### config.mk
export PLATFORM = sky130hd
export DESIGN_NAME = lcd_display_driver
export DESIGN_NICKNAME = d
export VERILOG_FILES = /design/src/rtl/lcd_display_driver.sv
export SDC_FILE = /design/constraint.sdc
export NUM_CORES = 1
export LEC_CHECK = 0
export CORE_MARGIN = 2
export CORE_UTILIZATION = 55
export CTS_CLUSTER_SIZE = 24
export DETAILED_ROUTE_END_ITERATION = 7
export PLACE_DENSITY = 0.87
export SLEW_MARGIN = 20
export SYNTH_ARGS = -nofsm -noshare
export SYNTH_HDL_FRONTEND = slang
export SYNTH_SLANG_ARGS = --single-unit
### constraint.sdc
create_clock -name clk -period 2.9 [get_ports clk]
set_input_delay 0.29 -clock clk [delete_from_list [all_inputs] [get_ports clk]]
set_output_delay 0.29 -clock clk [all_outputs]
set_load 0.005 [all_outputs]
### src/rtl/lcd_display_driver.sv
// rtl/lcd_display_driver.sv - HD44780 16x2 refresh driver: power-up wait, init commands, continuous 32-char refresh
module lcd_display_driver #(
  parameter int POWERUP_CYC = 750000,
  parameter int E_PULSE     = 12,
  parameter int CMD_WAIT    = 2000,
  parameter int CLEAR_WAIT  = 82000
) (
  input  logic       clk,
  input  logic       reset,
  input  logic [7:0] char_data,
  output logic [4:0] char_index,
  output logic [7:0] lcd_data,
  output logic       lcd_rs,
  output logic       lcd_rw,
  output logic       lcd_en,
  output logic       lcd_on,
  output logic       lcd_blon,
  output logic       init_done,
  output logic       frame_done
);

  localparam int MAX_A = (POWERUP_CYC > E_PULSE) ? POWERUP_CYC : E_PULSE;
  localparam int MAX_B = (CMD_WAIT > CLEAR_WAIT) ? CMD_WAIT : CLEAR_WAIT;
  localparam int MAXP  = (MAX_A > MAX_B) ? MAX_A : MAX_B;
  localparam int CW    = $clog2(MAXP + 1);

  localparam logic [CW-1:0] PW_LAST    = CW'(POWERUP_CYC - 1);
  localparam logic [CW-1:0] PULSE_LAST = CW'(E_PULSE - 1);
  localparam logic [CW-1:0] CMD_LAST   = CW'(CMD_WAIT - 1);
  localparam logic [CW-1:0] CLEAR_LAST = CW'(CLEAR_WAIT - 1);

  typedef enum logic [2:0] {S_PWRUP, S_INIT, S_ADDR1, S_CHARS1, S_ADDR2, S_CHARS2} state_t;
  typedef enum logic [1:0] {P_LOAD, P_SETUP, P_PULSE, P_WAIT} phase_t;

  state_t        state, state_nx;
  phase_t        phase, phase_nx;
  logic [CW-1:0] cnt, cnt_nx;
  logic [CW-1:0] wait_last;
  logic [1:0]    init_step;
  logic          byte_done;
  logic          is_clear;
  logic [7:0]    byte_sel;
  logic          is_data;

  // The clear command needs the long settle time; a data byte of 0x01 does not.
  assign is_clear  = (lcd_data == 8'h01) && !lcd_rs;
  assign wait_last = is_clear ? CLEAR_LAST : CMD_LAST;
  assign lcd_rw    = 1'b0;

  // State, byte phase and shared timing counter.
  always_ff @(posedge clk) begin
    if (reset) begin
      state <= S_PWRUP;
      phase <= P_LOAD;
      cnt   <= '0;
    end else begin
      state <= state_nx;
      phase <= phase_nx;
      cnt   <= cnt_nx;
    end
  end

  // Next-state: power-up countdown, then LOAD/SETUP/PULSE/WAIT per byte, sequencing on each byte end.
  always_comb begin
    state_nx  = state;
    phase_nx  = phase;
    cnt_nx    = cnt + 1'b1;
    byte_done = 1'b0;
    case (state)
      S_PWRUP: begin
        if (cnt == PW_LAST) begin
          state_nx = S_INIT;
          phase_nx = P_LOAD;
          cnt_nx   = '0;
        end
      end
      default: begin
        case (phase)
          P_LOAD: begin
            phase_nx = P_SETUP;
            cnt_nx   = '0;
          end
          P_SETUP: begin
            phase_nx = P_PULSE;
            cnt_nx   = '0;
          end
          P_PULSE: begin
            if (cnt == PULSE_LAST) begin
              phase_nx = P_WAIT;
              cnt_nx   = '0;
            end
          end
          P_WAIT: begin
            if (cnt == wait_last) begin
              phase_nx  = P_LOAD;
              cnt_nx    = '0;
              byte_done = 1'b1;
              case (state)
                S_INIT:   if (init_step == 2'd3) state_nx = S_ADDR1;
                S_ADDR1:  state_nx = S_CHARS1;
                S_CHARS1: if (char_index == 5'd15) state_nx = S_ADDR2;
                S_ADDR2:  state_nx = S_CHARS2;
                S_CHARS2: if (char_index == 5'd31) state_nx = S_ADDR1;
                default:  state_nx = state;
              endcase
            end
          end
        endcase
      end
    endcase
  end

  // Outputs: enable strobe only in PULSE, and the byte to load for the current state.
  always_comb begin
    lcd_en   = 1'b0;
    byte_sel = 8'h00;
    is_data  = 1'b0;
    if (state != S_PWRUP && phase == P_PULSE) lcd_en = 1'b1;
    case (state)
      S_INIT: begin
        case (init_step)
          2'd0:    byte_sel = 8'h38;
          2'd1:    byte_sel = 8'h0C;
          2'd2:    byte_sel = 8'h01;
          default: byte_sel = 8'h06;
        endcase
      end
      S_ADDR1: byte_sel = 8'h80;
      S_ADDR2: byte_sel = 8'hC0;
      S_CHARS1, S_CHARS2: begin
        byte_sel = char_data;
        is_data  = 1'b1;
      end
      default: byte_sel = 8'h00;
    endcase
  end

  // Registered bus, screen position and status flags; index moves only when a WAIT ends.
  always_ff @(posedge clk) begin
    if (reset) begin
      lcd_data   <= 8'h00;
      lcd_rs     <= 1'b0;
      char_index <= 5'd0;
      init_step  <= 2'd0;
      init_done  <= 1'b0;
      frame_done <= 1'b0;
      lcd_on     <= 1'b0;
      lcd_blon   <= 1'b0;
    end else begin
      lcd_on     <= 1'b1;
      lcd_blon   <= 1'b1;
      frame_done <= 1'b0;
      if (state != S_PWRUP && phase == P_LOAD) begin
        lcd_data <= byte_sel;
        lcd_rs   <= is_data;
      end
      if (byte_done) begin
        if (state == S_INIT) begin
          init_step <= init_step + 2'd1;
          if (init_step == 2'd3) init_done <= 1'b1;
        end
        if (state == S_CHARS1 || state == S_CHARS2) char_index <= char_index + 5'd1;
        if (state == S_CHARS2 && char_index == 5'd31) frame_done <= 1'b1;
      end
    end
  end

endmodule

# Yosys cells after proc, flatten, opt, wreduce, memory -nomap -nowiden
# Index checks and enable logic that the tools add are counted.
[classes] n_addsub=3 eq_ne=23 n_mux=28 bitwise_logic=1 n_reduce_logical=21
[ops] op="2-to-1 mux 20 bit" n=4
[ops] op="one-hot mux 20 bit (3 select lines)" n=1
[ops] op="one-hot mux 8 bit (4 select lines)" n=1
[ops] op="2-to-1 mux 3 bit" n=7
[ops] op="adder 20 x 1 -> 20 bit, second input constant" n=1
[ops] op="== test 20 x 17 -> 1 bit" n=1
[ops] op="== test 20 bit, second input constant" n=1
[ops] op="== test 20 x 4 -> 1 bit, second input constant" n=1
[ops] op="one-hot mux 6 bit (3 select lines)" n=1
[ops] op="2-to-1 mux 17 bit" n=1
[ops] op="inequality test 3 x 2 -> 1 bit, second input constant" n=5
[ops] op="one-hot mux 3 bit (5 select lines)" n=1
[ops] op="== test 2 bit, second input constant" n=4
[ops] op="== test 8 x 1 -> 1 bit, second input constant" n=1
[ops] op="2-to-1 mux 2 bit" n=4
[ops] op="one-hot mux 2 bit (4 select lines)" n=1
[ops] op="2-to-1 mux 1 bit" n=7
[ops] op="AND reduction 7 bit" n=1
[ops] op="== test 3 x 2 -> 1 bit, second input constant" n=2
[ops] op="== test 3 bit, second input constant" n=2
[ops] op="AND reduction 3 bit" n=2
[ops] op="nonzero test 6 bit" n=1
[ops] op="OR reduction 2 bit" n=3
[ops] op="adder 5 x 1 -> 5 bit, second input constant" n=1
[ops] op="15 further kinds" n=22
[word_totals] reg_bits=44 in_bits=10 output_inout_bits=20 wordCells=86

# Depth between registers and ports, before layout
[depth] ltp_word=9 depth_mapped=9 mapped_depth_nobuf=8

# Least setup slack after synthesis
# No wires, ideal clock.
[synth_timing] path_type="flip-flop to flip-flop" from="register cnt[0]" to="register cnt[11]" t_arrival_ps=2007 required_time_ps=2785 setup_slack_ps=779 path_stages_with_launch=9 path_cell_list="dfxtp_1 -> ha_1 -> or3b_2 -> nor4_4 -> inv_1 -> o211ai_2 -> a31o_2 -> buf_6 -> nor2_1"
[synth_between] elab_chain_cells=4 word_cells_on_any_way=9
[synth_rtl] element="start: declaration" line_no="37" rtl="logic [CW-1:0] cnt, cnt_nx;"
[synth_rtl] element="start signal: assignment" line_no="59" rtl="cnt <= cnt_nx;"
[synth_rtl] element="adder 20 x 1 -> 20 bit, or another cell as far along" line_no="67" rtl="cnt_nx = cnt + 1'b1;"
[synth_rtl] element="2-to-1 mux 20 bit, on equally long branches" line_no="94, 88"
[synth_rtl] element="one-hot mux 20 bit (3 select lines)" line_no="78" rtl="case (phase)"
[synth_rtl] element="2-to-1 mux 20 bit (*)" line_no="69" rtl="case (state)"
# Every way passes the cells marked *; elsewhere a longest branch is shown, timed or not.
# A chain may end at the register's enable or synchronous reset.

# Worst setup path after layout
[layout_timing] from="register cnt[0]" to="register phase[1]"
[layout_between] elab_chain_cells=3 word_cells_on_any_way=7
[layout_rtl] element="== test 20 x 17 -> 1 bit, or another cell as far along" line_no="94" rtl="if (cnt == wait_last) begin"
[layout_rtl] element="inequality test 3 x 2 -> 1 bit (no source line) / inequality test 2 bit (equally long branches)"
[layout_rtl] element="AND reduction 3 bit (no source line) (*)"
[layout_rtl] element="end signal: assignment" line_no="58" rtl="phase <= phase_nx;"
[layout_rtl] element="end: declaration" line_no="36" rtl="phase_t phase, phase_nx;"
# Marks and branches as above.

==> flow_summary.html <==
<table>
<tr><th>Metric</th><th>Value</th></tr>
<tr><th colspan="2">Yosys</th></tr>
<tr><td>Share of the synthesized area in the top cell type</td><td>37.01%</td></tr>
<tr><td>Mean post-synth cell area</td><td>8.530 um2</td></tr>
<tr><td>Syn Inst Count</td><td>279</td></tr>
<tr><td>Most frequently used cell type in the post-synthesis netlist</td><td>nor2_1</td></tr>
<tr><td>EDFF count, synth</td><td>0</td></tr>
<tr><td>Post-synthesis cell area</td><td>2380 um2</td></tr>
<tr><td>Sequential share of the synthesized area</td><td>37.01%</td></tr>
<tr><td>Synthesized Nets</td><td>301</td></tr>
<tr><td>Commonest cells post-synth</td><td>54 x nor2_1, 44 x dfxtp_1, 22 x nand2_1</td></tr>
<tr><td>Count of unique library cells instantiated by Yosys</td><td>51</td></tr>
<tr><td>Async set or reset register ratio after synthesis</td><td>0%</td></tr>
<tr><td>Flip-flop and latch count after synthesis</td><td>44</td></tr>
<tr><td>Cells taking the most area after synthesis</td><td>dfxtp_1 37%, nor2_1 8.5%, ha_1 6.3%</td></tr>
<tr><td>Top FF cell, synth</td><td>dfxtp_1</td></tr>
<tr><td>Cell taking the most area after synthesis</td><td>dfxtp_1</td></tr>
<tr><td>Yosys Warn Count</td><td>0</td></tr>
<tr><th colspan="2">Layout</th></tr>
<tr><td>Fraction of layout instances using a drive strength above 1</td><td>9.150%</td></tr>
<tr><td>Number of diodes added for antenna fixing</td><td>0</td></tr>
<tr><td>Post-route cell area</td><td>2779 um2</td></tr>
<tr><td>Final #Nets</td><td>327</td></tr>
<tr><td>Layout-stage area growth over the synthesis result</td><td>16.77%</td></tr>
<tr><td>Utilization after layout</td><td>68.00%</td></tr>
<tr><td>Non-filler instance count after layout</td><td>356</td></tr>
<tr><th colspan="2">STA</th></tr>
<tr><td>Accumulated negative setup slack</td><td>0 ps</td></tr>
<tr><td>Setup ws final</td><td>446.4 ps</td></tr>
<tr><td>Setup skew after layout</td><td>9.070 ps</td></tr>
<tr><td>Fin crit share</td><td>84.61%</td></tr>
<tr><td>Number of max-slew violations in the final report</td><td>0</td></tr>
<tr><td>Shortest period the worst path allows</td><td>2454 ps</td></tr>
<tr><td>RSZ-0062 raised after global routing</td><td>false</td></tr>
<tr><td>Hold violation total from the final report</td><td>0</td></tr>
<tr><td>Worst hold margin</td><td>466.9 ps</td></tr>
<tr><td>Worst slew pin tran</td><td>639.4 ps</td></tr>
<tr><td>Highest clock frequency the design can meet</td><td>407.6 MHz</td></tr>
<tr><td>Remaining max-slew budget at the tightest pin</td><td>56.93%</td></tr>
<tr><td>Final setup violation count</td><td>0</td></tr>
<tr><th colspan="2">Routing</th></tr>
<tr><td>Detailed-router iteration count before antenna repair</td><td>4</td></tr>
<tr><td>Post-route antenna net violation count</td><td>0</td></tr>
<tr><td>Violation count after the first detailed-routing iteration</td><td>147</td></tr>
<tr><td>Vias per inst</td><td>5.632</td></tr>
<tr><td>Routed len/inst</td><td>13.69 um</td></tr>
<tr><td>Number of vias after detailed routing</td><td>2005</td></tr>
<tr><td>Overall routed net length</td><td>4.874 mm</td></tr>
<tr><td>Post-route DRC</td><td>0</td></tr>
<tr><th colspan="2">Flow run</th></tr>
<tr><td>Max Cap Violations</td><td>0</td></tr>
<tr><th colspan="2">Setup path</th></tr>
<tr><td>Kind of start point of the critical path</td><td>flip-flop</td></tr>
<tr><td>Worst Path Arrival</td><td>2620 ps</td></tr>
<tr><td>Capturing element type of the critical path</td><td>flip-flop</td></tr>
<tr><td>Critical path class</td><td>flip-flop to flip-flop</td></tr>
<tr><td>Critical-path maximum fanout</td><td>21</td></tr>
<tr><td>CP required</td><td>3060 ps</td></tr>
<tr><th colspan="2">Clock tree</th></tr>
<tr><td>Clock latency reported for the late side of the worst-skew pair</td><td>290 ps</td></tr>
<tr><td>Clock Sink Count</td><td>44</td></tr>
<tr><td>CTS H-tree depth</td><td>2</td></tr>
<tr><td>Number of buffers created by CTS</td><td>5</td></tr>
<tr><td>Clock tree root driver cell</td><td>clkbuf_8</td></tr>
<tr><td>Clock input transition at the sequential cells of the worst setup and hold paths</td><td>80 ps</td></tr>
<tr><td>Max Buffers Root-to-Sink</td><td>2</td></tr>
<tr><td>Post-CTS sizing</td><td>0</td></tr>
<tr><td>Post-CTS Setup Repair Bufs</td><td>0</td></tr>
<tr><td># hold bufs at CTS</td><td>0</td></tr>
<tr><td>CTS tree</td><td>built</td></tr>
<tr><th colspan="2">Power</th></tr>
<tr><td>Leakage</td><td>1.011 nW</td></tr>
<tr><td>Share of total power consumed by net switching</td><td>20.22%</td></tr>
<tr><td>Part of the power in the clock network</td><td>41.3%</td></tr>
<tr><td>Relative contribution of combinational cells to total power</td><td>3.4%</td></tr>
<tr><td>Part of the power in registers</td><td>55.3%</td></tr>
<tr><td>Switching power</td><td>223.9 uW</td></tr>
<tr><td>Power density over the cells</td><td>398.4 nW/um2</td></tr>
<tr><td>Cell-internal power</td><td>883.3 uW</td></tr>
<tr><td>Max rail drop VDD</td><td>0.0002741 V</td></tr>
<tr><td>Total power</td><td>1.107 mW</td></tr>
<tr><th colspan="2">Floorplanning</th></tr>
<tr><td>Overall die area</td><td>4869 um2</td></tr>
<tr><td>Number of I/O pins</td><td>30</td></tr>
<tr><td>Number of rows in the core area</td><td>23</td></tr>
<tr><td>Die extent in x</td><td>69.78 um</td></tr>
<tr><td>Die Y</td><td>69.78 um</td></tr>
<tr><td>Core ar.</td><td>4086 um2</td></tr>
<tr><td>Effective utilization at floorplan</td><td>58.24%</td></tr>
<tr><th colspan="2">GRT</th></tr>
<tr><td>Largest net degree at the start of global routing</td><td>22</td></tr>
<tr><td>Antenna violations before repair</td><td>0</td></tr>
<tr><td>Sum of overflow across all layers after global routing</td><td>0</td></tr>
<tr><td>Grt met1 use</td><td>24.93%</td></tr>
<tr><td>Most used routing layer</td><td>met2</td></tr>
<tr><td>Met3 Usage GRT</td><td>4.797%</td></tr>
<tr><td>Number of global-route vias before repair</td><td>1910</td></tr>
<tr><td>First-pass GRT wire length</td><td>8.300 mm</td></tr>
<tr><td>All-layer global routing usage</td><td>20.47%</td></tr>
<tr><td>Fraction of met2 tracks used by global routing</td><td>35.24%</td></tr>
<tr><th colspan="2">Place</th></tr>
<tr><td>IO buf count</td><td>28</td></tr>
<tr><td>Cell area after placement</td><td>2671 um2</td></tr>
<tr><td>Post-detail-place hpwl</td><td>3.553 mm</td></tr>
<tr><td>DP Cell Count</td><td>348</td></tr>
<tr><td>Weighted congestion at the end of routability-driven global placement</td><td>0.8632</td></tr>
<tr><td>Pre-CTS worst setup slack</td><td>438.0 ps</td></tr>
<tr><th colspan="2">Worst hold path</th></tr>
<tr><td>Hold/Removal Path Class</td><td>flip-flop to flip-flop</td></tr>
<tr><th colspan="2">Outcome</th></tr>
<tr><td>Run status</td><td>complete, no violations</td></tr>
</table>
registers in the layout, indices dropped and copies added (netlist names), named ones only:
signal / flops
char_index: 5
state: 2
init_step: 2
cnt: 20
lcd_data: 8
lcd_blon: 1
lcd_rs: 1
phase: 2
frame_done: 1
init_done: 1
worst max-delay path, cell delays in order (launching register included):
cell      delay [ps]
dfxtp_1          380
ha_1             210
or3b_2           500
nor4_4           350
inv_1             90
o211ai_2         200
a31o_2           460
o21ai_0          130
power groups by stage:
| stage | Sequential (mW) | Combinational [mW] | Clock, mW |
|---|---|---|---|
| floorplan | 0.626 | 0.0216 | 0 |
| global placement | 0.626 | 0.0373 | 0 |
| detailed placement | 0.626 | 0.0375 | 0 |
| CTS | 0.612 | 0.0377 | 0.466 |
| global route | 0.613 | 0.0411 | 0.495 |
| finish | 0.612 | 0.0378 | 0.457 |
worst paths after layout:
| kind | depth (start not counted) | slack (ps) | endpoint | start |
|---|---|---|---|---|
| max reg2reg | 7 | 450 | phase[1] | cnt[0] |
| min reg2reg | 1 | 470 | cnt[0] | cnt[0] |
| min | 1 | 470 | cnt[0] | cnt[0] |
| max | 7 | 450 | phase[1] | cnt[0] |
cell families after synthesis:
group                      count (synthesis)  share of synthesized area (%)
muxes                                      4                          2.208
AOI/OAI and AO/OA                         43                          11.88
other                                      1                         0.1576
adders and majority gates                 12                          6.309
and+or+nand+nor                          130                          29.34
buffers and inverters                     23                          4.995
DFF                                       44                          37.01
xor gates and xnor gates                  22                          8.097
layer usage:
layer / wire (um) / vias up
li1: - / 1017
met1: 2320 / 948
met2: 2347 / 36
met3: 165 / 4
met4: 40 / 0
met5: 0 / -
placed cells by master (no fill, tap or decap), types with 2 or more instances in the layout:
| master | instances |
|---|---|
| nor2_1 | 54 |
| dfxtp_1 | 44 |
| clkdlybuf4s50_1 | 28 |
| nand2_1 | 22 |
| xnor2_1 | 14 |
| ha_1 | 12 |
| a21oi_1 | 11 |
| inv_1 | 10 |
| o21ai_0 | 9 |
| nand3_1 | 8 |
| xor2_1 | 8 |
| nor4_1 | 6 |
| nand4_1 | 6 |
| a22oi_1 | 6 |
| nor2b_1 | 5 |
| a31oi_1 | 5 |
| clkbuf_8 | 5 |
| and3_1 | 4 |
| nor3_1 | 4 |
| buf_4 | 4 |
| mux2i_1 | 3 |
| a31o_2 | 2 |
| nor4b_1 | 2 |
| nor3_4 | 2 |
| a211oi_1 | 2 |
| nor3b_1 | 2 |
| a221oi_1 | 2 |
| a311oi_1 | 2 |
final cells by class:
class / instances / area (um2)
fill: 330 / 1308
clock inverter: 2 / 35.03
inverter: 10 / 37.54
timing repair buffer: 32 / 310.3
clock buffer: 6 / 72.57
sequential: 44 / 880.8
multi-input combinational: 212 / 1380
tap: 50 / 62.56
Note: power is estimated with default switching activity, not from simulation.
